$ cat config.mk
export PLATFORM = sky130hd
export DESIGN_NAME = ex_sched
export DESIGN_NICKNAME = d
export VERILOG_FILES = /design/src/rtl/ex_sched_pkg.sv /design/src/rtl/ex_sched_div_iter.sv /design/src/rtl/ex_sched.sv
export SDC_FILE = /design/constraint.sdc
export NUM_CORES = 1
export LEC_CHECK = 0
export BUFFER_PORTS_ARGS = -buffer_cell sky130_fd_sc_hd__buf_2
export CAP_MARGIN = 20
export CELL_PAD_IN_SITES_DETAIL_PLACEMENT = 1
export CELL_PAD_IN_SITES_GLOBAL_PLACEMENT = 1
export CORE_MARGIN = 4
export CORE_UTILIZATION = 39
export DETAILED_ROUTE_END_ITERATION = 16
export HOLD_SLACK_MARGIN = 0.1
export PLACE_DENSITY = 0.78
export SLEW_MARGIN = 15
export SYNTH_ARGS = -nofsm -noshare
export SYNTH_HDL_FRONTEND = slang
export SYNTH_SLANG_ARGS = --single-unit
$ cat constraint.sdc
create_clock -name clk -period 6.5 [get_ports clk]
set_clock_uncertainty 0.2 [all_clocks]
set_input_delay 0.65 -clock clk [delete_from_list [all_inputs] [get_ports clk]]
set_output_delay 0.65 -clock clk [all_outputs]
set_load 0.02 [all_outputs]
$ cat src/rtl/ex_sched_pkg.sv
// Shared execute-stage types: ALU opcodes, scheduler states and the pipeline bus.
package core;

    localparam int unsigned XLEN      = 32;
    localparam int unsigned DIV_ITERS = XLEN;
    localparam int unsigned DIV_CNT_W = $clog2(DIV_ITERS);

    typedef enum logic [3:0] {
        ALU_ADD,
        ALU_SUB,
        ALU_AND,
        ALU_OR,
        ALU_XOR,
        ALU_SLL,
        ALU_SRL,
        ALU_SRA,
        ALU_SLT,
        ALU_SLTU,
        ALU_DIV,
        ALU_DIVU,
        ALU_REM,
        ALU_REMU
    } alu_op_t;

    typedef enum logic [1:0] {
        IDLE,
        DIV_BUSY,
        DONE
    } ex_state_t;

    typedef struct packed {
        logic [XLEN-1:0] pc;
        alu_op_t         alu_op;
        logic [4:0]      rd_addr;
        logic            rf_wr_en;
        logic            is_branch;
        logic [XLEN-1:0] rs1_data;
        logic [XLEN-1:0] rs2_data;
        logic [XLEN-1:0] rd_res;
    } pipeline_bus_t;

    function automatic logic is_div_op(input alu_op_t op);
        return op inside {ALU_DIV, ALU_DIVU, ALU_REM, ALU_REMU};
    endfunction

endpackage

$ cat src/rtl/ex_sched_div_iter.sv
// Restoring unsigned divider, one quotient bit per cycle.
module div_iter #(
    parameter int unsigned XLEN      = 32,
    parameter int unsigned DIV_ITERS = 32
) (
    input  logic            clk,
    input  logic            rst_n,
    input  logic            abort,
    input  logic            start,
    input  logic [XLEN-1:0] dividend,
    input  logic [XLEN-1:0] divisor,
    output logic            done,
    output logic [XLEN-1:0] quotient,
    output logic [XLEN-1:0] remainder
);

    localparam int unsigned CNT_W = $clog2(DIV_ITERS);

    logic [XLEN:0]    rem_q;
    logic [XLEN:0]    rem_d;
    logic [XLEN:0]    src_rem;
    logic [XLEN-1:0]  quo_q;
    logic [XLEN-1:0]  quo_d;
    logic [XLEN-1:0]  src_quo;
    logic [XLEN-1:0]  dvs_q;
    logic [XLEN-1:0]  src_dvs;
    logic [XLEN+1:0]  shifted;
    logic [XLEN+1:0]  diff;
    logic [CNT_W-1:0] cnt_q;
    logic             run_q;
    logic             done_q;
    logic             last_iter;

    // One restoring step; on start the fresh operands feed the step so iteration 0 lands on the load edge
    always_comb begin
        src_rem = start ? '0 : rem_q;
        src_quo = start ? dividend : quo_q;
        src_dvs = start ? divisor : dvs_q;
        shifted = {src_rem, src_quo[XLEN-1]};
        diff    = shifted - {2'b00, src_dvs};
        if (diff[XLEN+1]) begin
            rem_d = shifted[XLEN:0];
            quo_d = {src_quo[XLEN-2:0], 1'b0};
        end else begin
            rem_d = diff[XLEN:0];
            quo_d = {src_quo[XLEN-2:0], 1'b1};
        end
    end

    assign last_iter = run_q & (cnt_q == CNT_W'(DIV_ITERS - 1));

    // Iteration sequencing: load, step DIV_ITERS-1 more times, then hold the result with done set
    always_ff @(posedge clk or negedge rst_n) begin
        if (!rst_n) begin
            rem_q  <= '0;
            quo_q  <= '0;
            dvs_q  <= '0;
            cnt_q  <= '0;
            run_q  <= 1'b0;
            done_q <= 1'b0;
        end else if (abort) begin
            cnt_q  <= '0;
            run_q  <= 1'b0;
            done_q <= 1'b0;
        end else if (start) begin
            rem_q  <= rem_d;
            quo_q  <= quo_d;
            dvs_q  <= divisor;
            cnt_q  <= CNT_W'(1);
            run_q  <= 1'b1;
            done_q <= 1'b0;
        end else if (run_q) begin
            rem_q <= rem_d;
            quo_q <= quo_d;
            if (last_iter) begin
                cnt_q  <= '0;
                run_q  <= 1'b0;
                done_q <= 1'b1;
            end else begin
                cnt_q <= cnt_q + CNT_W'(1);
            end
        end
    end

    assign done      = done_q;
    assign quotient  = quo_q;
    assign remainder = rem_q[XLEN-1:0];

endmodule

$ cat src/rtl/ex_sched.sv
// Execute-stage scheduler: routes issue to the ALU or the iterative divider and owns the output slot.
module ex_sched
    import core::*;
#(
    parameter int unsigned XLEN      = core::XLEN,
    parameter int unsigned DIV_ITERS = core::DIV_ITERS
) (
    input  logic          clk,
    input  logic          rst_n,
    input  logic          flush_i,
    input  logic          in_valid_i,
    output logic          in_ready_o,
    input  pipeline_bus_t ex_bus_i,
    output pipeline_bus_t alu_bus_o,
    input  pipeline_bus_t alu_bus_i,
    output logic          out_valid_o,
    input  logic          out_ready_i,
    output pipeline_bus_t ex_bus_o,
    output logic          busy_o
);

    ex_state_t       state_q;
    ex_state_t       state_d;
    logic            out_valid_q;
    logic            out_valid_d;
    pipeline_bus_t   out_bus_q;
    pipeline_bus_t   out_bus_d;
    pipeline_bus_t   div_bus_q;
    logic            neg_quo_q;
    logic            neg_rem_q;

    logic            is_div;
    logic            signed_op;
    logic            rem_op;
    logic            a_neg;
    logic            b_neg;
    logic            div_zero;
    logic            sgn_ovf;
    logic            special;
    logic [XLEN-1:0] a_mag;
    logic [XLEN-1:0] b_mag;
    logic [XLEN-1:0] special_res;
    logic [XLEN-1:0] div_res;
    logic [XLEN-1:0] div_quo;
    logic [XLEN-1:0] div_rem;
    logic            div_done;
    logic            slot_free;
    logic            accept;
    logic            div_start;

    assign alu_bus_o = ex_bus_i;

    // Decode the issuing op: operand magnitudes, result signs and the no-iteration special cases
    always_comb begin
        is_div    = is_div_op(ex_bus_i.alu_op);
        signed_op = (ex_bus_i.alu_op == ALU_DIV) | (ex_bus_i.alu_op == ALU_REM);
        rem_op    = (ex_bus_i.alu_op == ALU_REM) | (ex_bus_i.alu_op == ALU_REMU);
        a_neg     = signed_op & ex_bus_i.rs1_data[XLEN-1];
        b_neg     = signed_op & ex_bus_i.rs2_data[XLEN-1];
        a_mag     = a_neg ? -ex_bus_i.rs1_data : ex_bus_i.rs1_data;
        b_mag     = b_neg ? -ex_bus_i.rs2_data : ex_bus_i.rs2_data;
        div_zero  = (ex_bus_i.rs2_data == '0);
        sgn_ovf   = signed_op & (ex_bus_i.rs1_data == {1'b1, {(XLEN-1){1'b0}}})
                              & (ex_bus_i.rs2_data == '1);
        special   = div_zero | sgn_ovf;
        if (div_zero) begin
            special_res = rem_op ? ex_bus_i.rs1_data : '1;
        end else begin
            special_res = rem_op ? '0 : ex_bus_i.rs1_data;
        end
    end

    assign slot_free  = ~out_valid_q | out_ready_i;
    assign in_ready_o = (state_q == IDLE) & slot_free & ~flush_i;
    assign accept     = in_valid_i & in_ready_o;
    assign div_start  = accept & is_div & ~special;

    div_iter #(
        .XLEN      (XLEN),
        .DIV_ITERS (DIV_ITERS)
    ) u_div_iter (
        .clk       (clk),
        .rst_n     (rst_n),
        .abort     (flush_i),
        .start     (div_start),
        .dividend  (a_mag),
        .divisor   (b_mag),
        .done      (div_done),
        .quotient  (div_quo),
        .remainder (div_rem)
    );

    // Sign fix-up of the unsigned divider result for the op that was latched at issue
    always_comb begin
        if ((div_bus_q.alu_op == ALU_REM) | (div_bus_q.alu_op == ALU_REMU)) begin
            div_res = neg_rem_q ? -div_rem : div_rem;
        end else begin
            div_res = neg_quo_q ? -div_quo : div_quo;
        end
    end

    // Next state and output-slot update; flush overrides both accept and completion
    always_comb begin
        state_d     = state_q;
        out_valid_d = out_valid_q;
        out_bus_d   = out_bus_q;
        if (out_valid_q & out_ready_i) begin
            out_valid_d = 1'b0;
        end
        if (flush_i) begin
            state_d     = IDLE;
            out_valid_d = 1'b0;
        end else begin
            case (state_q)
                IDLE: begin
                    if (accept) begin
                        if (!is_div) begin
                            out_bus_d   = alu_bus_i;
                            out_valid_d = 1'b1;
                        end else if (special) begin
                            out_bus_d          = ex_bus_i;
                            out_bus_d.rd_res   = special_res;
                            out_bus_d.rf_wr_en = 1'b1;
                            out_valid_d        = 1'b1;
                        end else begin
                            state_d = DIV_BUSY;
                        end
                    end
                end
                DIV_BUSY: begin
                    if (div_done) begin
                        state_d = DONE;
                    end
                end
                DONE: begin
                    if (slot_free) begin
                        out_bus_d          = div_bus_q;
                        out_bus_d.rd_res   = div_res;
                        out_bus_d.rf_wr_en = 1'b1;
                        out_valid_d        = 1'b1;
                        state_d            = IDLE;
                    end
                end
                default: state_d = IDLE;
            endcase
        end
    end

    // State and output slot registers
    always_ff @(posedge clk or negedge rst_n) begin
        if (!rst_n) begin
            state_q     <= IDLE;
            out_valid_q <= 1'b0;
            out_bus_q   <= '0;
        end else begin
            state_q     <= state_d;
            out_valid_q <= out_valid_d;
            out_bus_q   <= out_bus_d;
        end
    end

    // Capture the dividing instruction and its result signs at issue
    always_ff @(posedge clk or negedge rst_n) begin
        if (!rst_n) begin
            div_bus_q <= '0;
            neg_quo_q <= 1'b0;
            neg_rem_q <= 1'b0;
        end else if (div_start) begin
            div_bus_q <= ex_bus_i;
            neg_quo_q <= a_neg ^ b_neg;
            neg_rem_q <= a_neg;
        end
    end

    assign out_valid_o = out_valid_q;
    assign ex_bus_o    = out_bus_q;
    assign busy_o      = (state_q == DIV_BUSY);

endmodule
Word-level counts from Yosys, hierarchy flattened
Index checks and enable logic that the tools add are counted.
W data, S select, Z words.

operators by class
  reductions and logical operators = 11
  bitwise gates (word level) = 20
  mux-type cells = 48
  add/subtract/negate cells = 6
  equality and inequality tests = 19

operator list
  operator                count
  $mux W139               4
  $mux W32                12
  $pmux W139 S2           1
  $mux W33                4
  $neg A32 Y32            4
  $eq A32 B32 Y1 const B  2
  $sub A34 B32 Y34        1
  $logic_not A32 Y1       1
  $eq A4 B4 Y1 const B    6
  $mux W5                 4
  $mux W1                 15
  $ne A3 B3 Y1 const B    5
  $mux W2                 6
  $and A1 B1 Y1           11
  $reduce_and A5 Y1       2
  $pmux W2 S3             1
  $reduce_bool A3 Y1      2
  $add A5 B1 Y5 const B   1
  $eq A5 B5 Y1 const B    1
  $or A1 B1 Y1            5
  $ne A2 B2 Y1 const B    2
  $reduce_and A2 Y1       2
  $reduce_bool A2 Y1      2
  $reduce_bool A4 Y1      1
  7 further kinds         9

storage, ports and cells
  bits in registers = 354
  logic and storage cells = 128

Logic depth before layout (Yosys ltp)
Gate-level depths: netlist (run 1).

  word-level depth = 12
  mapped depth = 29
  depth with buffers taken out = 22

Cells and area by module
From an unflattened synthesis (run 1), not the netlist that was laid out.

second synthesis, totals
  cells, all modules = 2663
  area total of the unflattened synthesis = 23427.5 sq um

by module, submodules not included
  module    area an instance (sq um)  cells each  sequential area each (sq um)  times used
  ex_sched  16216.8                   1879        6256.0                        1
  div_iter  7210.7                    784         2602.5                        1

Least setup slack after synthesis (run 1)
Ideal clock, no wire load.

  path kind = input port to flip-flop
  start point = input ex_bus_i[78] (netlist name)
  end point = register u_div_iter.rem_q[32]
  arrival = 6.407 ns
  buffers on the path = 6
  library setup time = 0.131 ns
  stages = 26
  data required time = 6.169 ns
  path slack = -0.238 ns
  cells stage by stage = buf_2 -> or4_4 -> or4b_4 -> or3_4 -> o311ai_2 -> clkbuf_1 -> clkbuf_1 -> clkbuf_1 -> clkbuf_1 -> nand2_1 -> o21ai_0 -> inv_1 -> ha_1 -> a21o_1 -> a311oi_1 -> a21boi_0 -> o31ai_1 -> nor2_1 -> o21a_1 -> a2bb2oi_2 -> and3b_1 -> o31a_2 -> buf_6 -> and4_1 -> mux2i_1 -> a31oi_1

between the ends
  longest elaborated chain between the ends = 11

RTL lines
  what                                                       line                     source
  from (decl)                                                ex_sched.sv:13           input pipeline_bus_t ex_bus_i,
  branches (longest 11 deep; another with $sub A34 B32 Y34)  n/a
  to (signal assigned)                                       ex_sched_div_iter.sv:66  rem_q <= rem_d;
  to (signal assigned)                                       ex_sched_div_iter.sv:73  rem_q <= rem_d;
  to (decl)                                                  ex_sched_div_iter.sv:19  logic [XLEN:0] rem_q;

Several ways; the timed one is not identified. The select of a mux whose other input is x is not followed.
A chain may end at the register's enable or synchronous reset.

Worst setup path after layout (run 1)
  start point = input ex_bus_i[65] (netlist name)
  end point = register u_div_iter.rem_q[26]

Same word-level chain as after synthesis.

==> metrics, run 1 <==
outcome completed; Peak VDD IR 211.2 uV; fin util 0.4764; final setup fails 0; area of the multi-input gates 0.01167 mm2; Slew @ Worst Pin 1.079 ns; crit path from ex_bus_i[65]; gr usage total 0.2830; number of global-route vias before repair 23860; largest delay contributor family on the critical path compound AO/OA/AOI/OAI gates; GRT overflow 0; Max clock buf depth 3; async set-reset flop share out of synthesis 1.000; input/output buffers 497; initial core utilization 0.3966; f_max 162.3 MHz; final worst-path cycle share 0.9481; GPL Wtd Cong 0.8795; post-synthesis sequential area ratio 0.3930; TritonCTS Buffers 43; worst path cell trace buf_2 -> inv_1 -> ha_1 -> or4b_1 -> or4_1 -> or3_4 -> o311ai_4 -> buf_4 -> and2_1 -> ha_1 -> a21o_1 -> a311oi_1 -> a21boi_0 -> o31ai_1 -> nor2_1 -> o21a_1 -> a2bb2oi_2 -> and3b_1 -> o31a_2 -> buf_4 -> nand2_1 -> a2bb2oi_1 -> o21ai_1; Final Max Tran Viols 0; CP Data Arrival Time 6.45 ns; Synth Net Count 3293; initial antenna violation count 14; setup TNS 0 ns; RR Startpoint out_valid_o; Rows 87; P_leak 13.10 nW; fill count 7158; Pwr per Cell Area 393.9 mW/mm2; cell taking the most area after synthesis dfrtp_1; most common flop cell mapped by yosys dfrtp_1; share of the synthesized area in the top cell type 0.3930; Routed wire per std cell 22.02 um; Synth area leaders dfrtp_1 39%, nand2_1 14%, a21oi_1 7.9%; commonest non-fill, non-tap cell in the layout nand2_1; register area 0.008859 mm2; Synth warnings 0; maximum fanout along the worst path 27; Largest stage delay, worst path 0.58 ns; reg2reg end u_div_iter.rem_q[26]; core area 0.05682 mm2; Post-synth EDFFs 0; max-cap violation count 0; critical path depth in cells 23; drt first-iter violations 1428; Avg Inst Size Synth 7.583 um2; CTS clk-pin slew, worst paths 0.06 ns; final hold slack 0.1235 ns; FF+latch count, synth 354; Initial DRT Pass Iterations 5; endpoint class of the critical path register; post-layout minimum cycle time 6.163 ns; first-pass GRT wire length 137900 um; commonest non-fill, non-tap cells in the layout 833 x nand2_1, 496 x buf_2, 357 x a21oi_1; total wire length 90630 um; nets@finish 3637; DR vias 22830; Post-DP HPWL 65900 um; Pwr Total 10.66 mW; R2R depth 22; setup slack, reg-to-reg 1.30 ns; CTS resizes 0; Sink Count 354; P&R area growth vs syn 20.10%; normalized max-slew margin 0.2808; die area 0.06170 mm2; CP endpoint u_div_iter.rem_q[26]; Crit Path Category input pin to register; mapped cell area 0.02254 mm2; CP max-delay cell o311ai_4; Critical Path Start Type input pin; Root Buffer clkbuf_16; CP bufs+invs 4; critical path data required time 6.79 ns; number of vias per cell 5.547; CTS tree built; Cell variety after synth 75; Die Height 248.4 um; path type of the worst min-delay path input pin to register; Mapped Cells 2972; clk_lat worst skew 0.58 ns; postcts setup bufs 0; post-route ant nets 0; largest net degree at the start of global routing 154; I/O pin count 564; drc violations 0; die width 248.4 um; H-tree depth 2; final number of hold-violating endpoints 0; unrepaired setup endpoints after global routing false; layout cell share with drive strength beyond 1 0.2130
==> tightest hold or removal path, stage by stage <==
cell and delay [ns]:
buf_2 0.12, nand2_1 0.05, nand2_1 0.05
==> power by group <==
| part | internal (mW) | switching [mW] |
|---|---|---|
| logic | 1.94 | 2.77 |
| registers | 2.79 | 0.541 |
| clock network | 1.61 | 1.02 |
==> kinds of logic after synthesis <==
family / synth area share
AND/OR/NAND/NOR: 0.2153
AO/OA/AOI/OAI: 0.2062
buffers and inverters: 0.09293
multiplexers: 0.01221
adder cells (fa/ha/maj): 0.02321
flip-flops: 0.3930
XOR/XNOR: 0.05713
==> Yosys cell counts (all sizes together) (18+ instances only) <==
library cell	instances
nor4	18
mux2i	26
a21oi	358
nor2	117
xor2	65
buf	173
nand2	835
a211oi	32
clkbuf	175
o31ai	22
ha	37
and2	30
inv	63
nor3	25
or3	19
o21ai	337
or4	19
xnor2	82
dfrtp	354
==> stage by stage <==
| step | setup WS, ns | instances | instance area (um2) |
|---|---|---|---|
| after floorplan | -0.003907 | 2972 | 22550 |
| after global placement | 0.02369 | 3997 | 25180 |
| after CTS | 0.3972 | 4102 | 27010 |
| after global routing | 0.06965 | 4111 | 27060 |
| final | 0.3374 | 4115 | 27070 |
| after detailed placement | -0.1852 | 3997 | 25180 |
==> metal layers <==
| metal | part of all wire | track usage | routed length [um] | up-vias |
|---|---|---|---|---|
| met5 | 0.00041 | 0 | 37 | - |
| met4 | 0.034 | 0.1005 | 3093 | 6 |
| met3 | 0.069 | 0.05318 | 6284 | 162 |
| met2 | 0.48 | 0.4843 | 43640 | 762 |
| met1 | 0.41 | 0.3589 | 37570 | 11290 |
| li1 | - | - | - | 10610 |
==> flip-flops by register name, indices dropped and copies added (netlist names) <==
register and count:
neg_rem_q 1, u_div_iter.rem_q 33, ex_bus_o 139, div_bus_q 106, neg_quo_q 1, u_div_iter.cnt_q 5, out_valid_o 1, u_div_iter.done 1
u_div_iter.quotient 32, u_div_iter.dvs_q 32, u_div_iter.run_q 1, state_q 2
==> worst min path at each step <==
stage | start | end | cells after the start
3_5_place_dp | div_bus_q[134] | div_bus_q[134] | 2
4_1_cts | ex_bus_i[131] | div_bus_q[131] | 3
5_1_grt | ex_bus_i[127] | div_bus_q[127] | 3
3_3_place_gp | u_div_iter.dvs_q[0] | u_div_iter.dvs_q[0] | 2
6_report | ex_bus_i[107] | div_bus_q[107] | 3
2_1_floorplan | rst_n | div_bus_q[100] | 0
==> layout make-up <==
type / instances / share of cell area
antenna: 12 / 0.001109
clock buffer: 57 / 0.04539
inverter: 63 / 0.008736
clock inverter: 19 / 0.01146
timing repair buffer: 647 / 0.1401
sequential: 354 / 0.3273
tap: 756 / 0.03494
multi-input combinational: 2207 / 0.4310
==> repair_timing <==
action                     in CTS  in global routing
hold buffers                   29                  0
hold endpoints to repair       82                  0
setup endpoints to repair       0                  0
Power figures use the tool's default switching activity.
==> run 2: changes to the inputs <==
- PLACE_DENSITY: 0.78 -> unset
- PLACE_DENSITY_LB_ADDON: unset -> 0.3
==> run 2 against run 1 <==
Net effect:
- global-route usage grew 0.24 points
- first-iteration DRC count shrank 9.8%
- maximum frequency grew 2.8%
- worst setup slack gained 0.17 ns
- critical path depth is the same
- largest power group unchanged
- highest routed layer unchanged
- clock power shrank 9.9%
==> metrics, run 2 (synthesis results as in run 1) <==
normalized max-slew margin 0.2571 (-0.02367); Routed wire per std cell 22.11 um (+0.40%); setup TNS 0 ns (unchanged); core area 0.05682 mm2 (unchanged); P&R area growth vs syn 19.40%; CP Data Arrival Time 6.21 ns (-0.24 ns); largest net degree at the start of global routing 125 (-19%); DR vias 22820 (-0.039%); H-tree depth 2 (unchanged); gr usage total 0.2854 (+0.002388); Final Cell Area 0.02691 mm2 (-0.58%); I/O pin count 564 (unchanged); Pwr per Cell Area 384.9 mW/mm2 (-2.3%); Pwr Total 10.36 mW (-2.9%); Post-DP HPWL 67160 um (+1.9%); first-pass GRT wire length 138100 um (+0.15%); Final Max Tran Viols 0 (unchanged); total wire length 91100 um (+0.53%); P_leak 13.01 nW (-0.65%); Crit Path Category input pin to register; final setup fails 0 (unchanged); post-layout minimum cycle time 5.994 ns (-0.1684 ns); unrepaired setup endpoints after global routing false; area after detailed placement 0.02524 mm2 (+0.24%); max reg flops 139 (unchanged); endpoint class of the critical path register; Peak VDD IR 219.2 uV (+3.8%); final number of hold-violating endpoints 0 (unchanged); CTS clk-pin slew, worst paths 0.06 ns (about the same); critical path data required time 6.71 ns (-0.08 ns); f_max 166.8 MHz (+2.8%); final worst slack 0.5058 ns (+0.1684 ns); input/output buffers 497 (unchanged); TritonCTS Buffers 42 (-2.3%); setup slack, reg-to-reg 1.25 ns (-0.05 ns); CTS resizes 0 (unchanged); die width 248.4 um (unchanged); CTS tree built; Initial DRT Pass Iterations 5 (unchanged); die area 0.06170 mm2 (unchanged); post-route ant nets 0 (unchanged); initial core utilization 0.3966 (unchanged); GRT overflow 0 (unchanged); drt first-iter violations 1288 (-9.8%); number of vias per cell 5.538 (-0.16%); Place WS 0.04034 ns (+0.2256 ns); Critical Path Start Type input pin; outcome completed; Sink Count 354 (unchanged); postcts setup bufs 0 (unchanged); number of global-route vias before repair 23530 (-1.4%); commonest non-fill, non-tap cells in the layout 833 x nand2_1, 496 x buf_2, 357 x a21oi_1; Die Height 248.4 um (unchanged); layout cell share with drive strength beyond 1 0.2122 (-0.0008511); Root Buffer clkbuf_16; drc violations 0 (unchanged); path type of the worst min-delay path input pin to register; nets@finish 3641 (+0.11%); GPL Wtd Cong 0.8910 (+1.3%); commonest non-fill, non-tap cell in the layout nand2_1; Rows 87 (unchanged); fin util 0.4736 (-0.002775); clk_lat worst skew 0.58 ns (about the same); Max clock buf depth 3 (unchanged); initial antenna violation count 20 (+6); Slew @ Worst Pin 1.114 ns (+0.03550 ns); maximum fanout along the worst path 16 (-41%); final worst-path cycle share 0.9222 (-0.02591); max-cap violation count 0 (unchanged)
## run 2: final timing paths
| check | from | to | cells after the start |
|---|---|---|---|
| min reg2reg | div_bus_q[114] | div_bus_q[114] | 2 |
| min in group asynchronous | rst_n | ex_bus_o[85] | 2 |
| max reg2reg | out_valid_o | u_div_iter.rem_q[2] | 21 |
| min | ex_bus_i[134] | div_bus_q[134] | 3 |
| max | ex_bus_i[84] | u_div_iter.rem_q[2] | 23 |
| max in group asynchronous | rst_n | u_div_iter.dvs_q[13] | 4 |
## run 2: routing by layer
layer / wire (um) / part of all wire / track usage / vias to the layer above
met2: 43670 / 0.48 / 0.4814 / 703
met3: 6118 / 0.067 / 0.05587 / 181
met5: 71 / 0.00078 / 0 / -
met4: 3776 / 0.041 / 0.1170 / 12
li1: - / - / - / 10620
met1: 37470 / 0.41 / 0.3599 / 11300
## run 2: layout make-up
type | instances | area (um2)
Tap cell | 756 | 945.9
Fill cell | 7207 | 29910
Multi-Input combinational cell | 2207 | 11670
Sequential cell | 354 | 8859
Antenna cell | 13 | 32.53
Clock buffer | 62 | 1207
Clock inverter | 13 | 141.4
Timing Repair Buffer | 652 | 3821
Inverter | 63 | 236.5
## run 2: critical path, cell delays in order
cell       delay [ns]
buf_2            0.18
nor4_1           0.75
nand2_1          0.36
or3_4            0.50
o311ai_4         0.36
buf_12           0.20
buf_4            0.17
nand2_1          0.07
o21ai_0          0.10
inv_1            0.08
ha_1             0.29
nor2b_1          0.13
o21ai_0          0.31
a31oi_1          0.15
o21ai_0          0.20
mux2i_1          0.15
o21a_1           0.27
a2bb2oi_2        0.18
and3b_1          0.19
o31a_2           0.26
buf_4            0.31
mux2i_1          0.23
o21ai_1          0.07
## run 2: timing repair
item / in CTS / in global routing
hold endpoints to repair: 120 / 0
endpoints found under the setup margin: 0 / 0
hold buffers: 26 / 0
## run 2: where the power goes
part | total, mW | internal, mW | switching (mW)
clock network | 2.37 | 1.37 | 0.995
logic | 4.68 | 1.93 | 2.75
registers | 3.31 | 2.79 | 0.523
## run 2: through the flow
step / cells / hold WS [ns]
floorplan: 2972 / 0.1544
global placement: 4005 / 0.2571
detailed placement: 4005 / 0.2627
CTS: 4106 / 0.1002
global route: 4118 / 0.1167
finish: 4120 / 0.1267
==> run 3: changes to the inputs <==
- CELL_PAD_IN_SITES_DETAIL_PLACEMENT: 1 -> 2
- CELL_PAD_IN_SITES_GLOBAL_PLACEMENT: 1 -> 2
- CORE_UTILIZATION: 39 -> 30
==> run 3 against run 2 <==
Net effect:
- sequential power about the same
- die area up 29%
- critical path depth up 2
- count of clock-buffer cells in the layout up 10
- clock power rose by 11%
- via count rose by 1.0%
- core utilization fell by 10 points
==> metrics, run 3 (synthesis results as in run 1) <==
Die Height 282.1 um (+14%); CTS tree built; Initial DRT Pass Iterations 5 (unchanged); TritonCTS Buffers 45 (+7.1%); largest net degree at the start of global routing 225 (+80%); GPL Wtd Cong 0.8647 (-3.0%); initial core utilization 0.3027 (-0.09390); max reg flops 139 (unchanged); Final Cell Area 0.02748 mm2 (+2.1%); normalized max-slew margin 0.2799 (+0.02276); DR top layer met5; final worst slack 0.4373 ns (-0.06856 ns); endpoint class of the critical path register; CP most frequent cell buf_12; die width 282.1 um (+14%); final std cells w/o fill 4348 (+5.5%); unrepaired setup endpoints after global routing false; RR Startpoint out_valid_o; setup TNS 0 ns (unchanged); final setup fails 0 (unchanged); critical path data required time 6.75 ns (+0.04 ns); Sink Count 354 (unchanged); post-layout minimum cycle time 6.063 ns (+0.06856 ns); CTS resizes 0 (unchanged); Max clock buf depth 3 (unchanged); H-tree depth 2 (unchanged); setup slack, reg-to-reg 1.25 ns (about the same); drt first-iter violations 1020 (-21%); layout cell share with drive strength beyond 1 0.2158 (+0.003639); Largest stage delay, worst path 0.46 ns (-0.29 ns); path type of the worst min-delay path input pin to register; final hold slack 0.1189 ns (-0.007854 ns); hold depth 3 (unchanged); Place WS -0.09963 ns (-0.1400 ns); gr usage total 0.2464 (-0.03901); core area 0.07445 mm2 (+31%); Crit Path Category input pin to register; post-route ant nets 0 (unchanged); first-pass GRT wire length 153800 um (+11%); Hold Path End div_bus_q[115]; Slew @ Worst Pin 1.080 ns (-0.03414 ns); final number of hold-violating endpoints 0 (unchanged); met3 wire length 5236 um (-14%); met1 wire length 42450 um (+13%); GRT overflow 0 (unchanged); CP Data Arrival Time 6.31 ns (+0.10 ns); Critical Path Start Type input pin; clk_lat worst skew 0.59 ns (about the same); R2R depth 21 (unchanged); die area 0.07957 mm2 (+29%); crit path from ex_bus_i[64]; hold_sp ex_bus_i[115]; total wire length 101300 um (+11%); max-cap violation count 0 (unchanged); Post-DP HPWL 74160 um (+10%); Final Max Tran Viols 0 (unchanged); maximum fanout along the worst path 29 (+13); Pwr Total 10.91 mW (+5.3%); commonest non-fill, non-tap cell in the layout nand2_1; P_leak 13.18 nW (+1.2%); fin util 0.3691 (-0.1045); DR vias 23060 (+1.0%); initial antenna violation count 20 (unchanged); f_max 164.9 MHz (-1.1%); CTS clk-pin slew, worst paths 0.06 ns (about the same); number of vias per cell 5.303 (-4.3%); CP max-delay cell or4b_1; area after detailed placement 0.02562 mm2 (+1.5%); drc violations 0 (unchanged); number of global-route vias before repair 25380 (+7.8%); commonest non-fill, non-tap cells in the layout 833 x nand2_1, 496 x buf_2, 357 x a21oi_1; Routed met2 length 50410 um (+15%); Root Buffer clkbuf_16; DP Cell Count 4224 (+5.5%); outcome completed; nets@finish 3651 (+0.27%); Pwr per Cell Area 397.0 mW/mm2 (+3.1%); final worst-path cycle share 0.9327 (+0.01055); reg2reg end u_div_iter.rem_q[7]; input/output buffers 497 (unchanged); Peak VDD IR 174.2 uV (-21%); I/O pin count 564 (unchanged); Routed wire per std cell 23.29 um (+5.3%); Rows 100 (+15%); postcts setup bufs 0 (unchanged); P&R area growth vs syn 21.92%
run 3: layout make-up:
class	count	area [um2]
multi-input combinational	2207	11670
inverter	63	236.5
clock inverter	9	125.1
timing repair buffer	659	3921
fill	8639	46970
tap	969	1212
sequential	354	8859
antenna	15	37.54
clock buffer	72	1419
run 3: layer usage:
layer | vias up | global-route usage
li1 | 10650 | -
met1 | 11740 | 0.3043
met2 | 486 | 0.4347
met3 | 166 | 0.04581
met4 | 12 | 0.08016
met5 | - | 0
run 3: worst max-delay path by stage:
stage | end | slack (ns)
after floorplan | u_div_iter.rem_q[32] | -0.004
after global placement | u_div_iter.rem_q[6] | 0.13
after detailed placement | u_div_iter.rem_q[7] | -0.1
after CTS | u_div_iter.rem_q[7] | 0.51
after global routing | u_div_iter.rem_q[5] | 0.09
final | u_div_iter.rem_q[7] | 0.44
run 3: repair_timing:
| item | CTS | global route |
|---|---|---|
| endpoints found under the hold margin | 92 | 0 |
| endpoints found under the setup margin | 0 | 0 |
| hold buffers | 28 | 0 |
run 3: worst max-delay path: cells and delay by family:
kind / cells / cell delay [ns]
adders and majority gates: 2 / 0.52
buffers and inverters: 6 / 0.86
AOI/OAI and AO/OA: 10 / 2.35
and+or+nand+nor: 6 / 1.67
muxes: 1 / 0.21
run 3: where the power goes:
part / total (mW) / switching [mW] / internal [mW]
combinational: 4.94 / 2.89 / 2.05
sequential: 3.33 / 0.544 / 2.79
clock: 2.64 / 1.07 / 1.57
total: 10.9 / 4.50 / 6.41
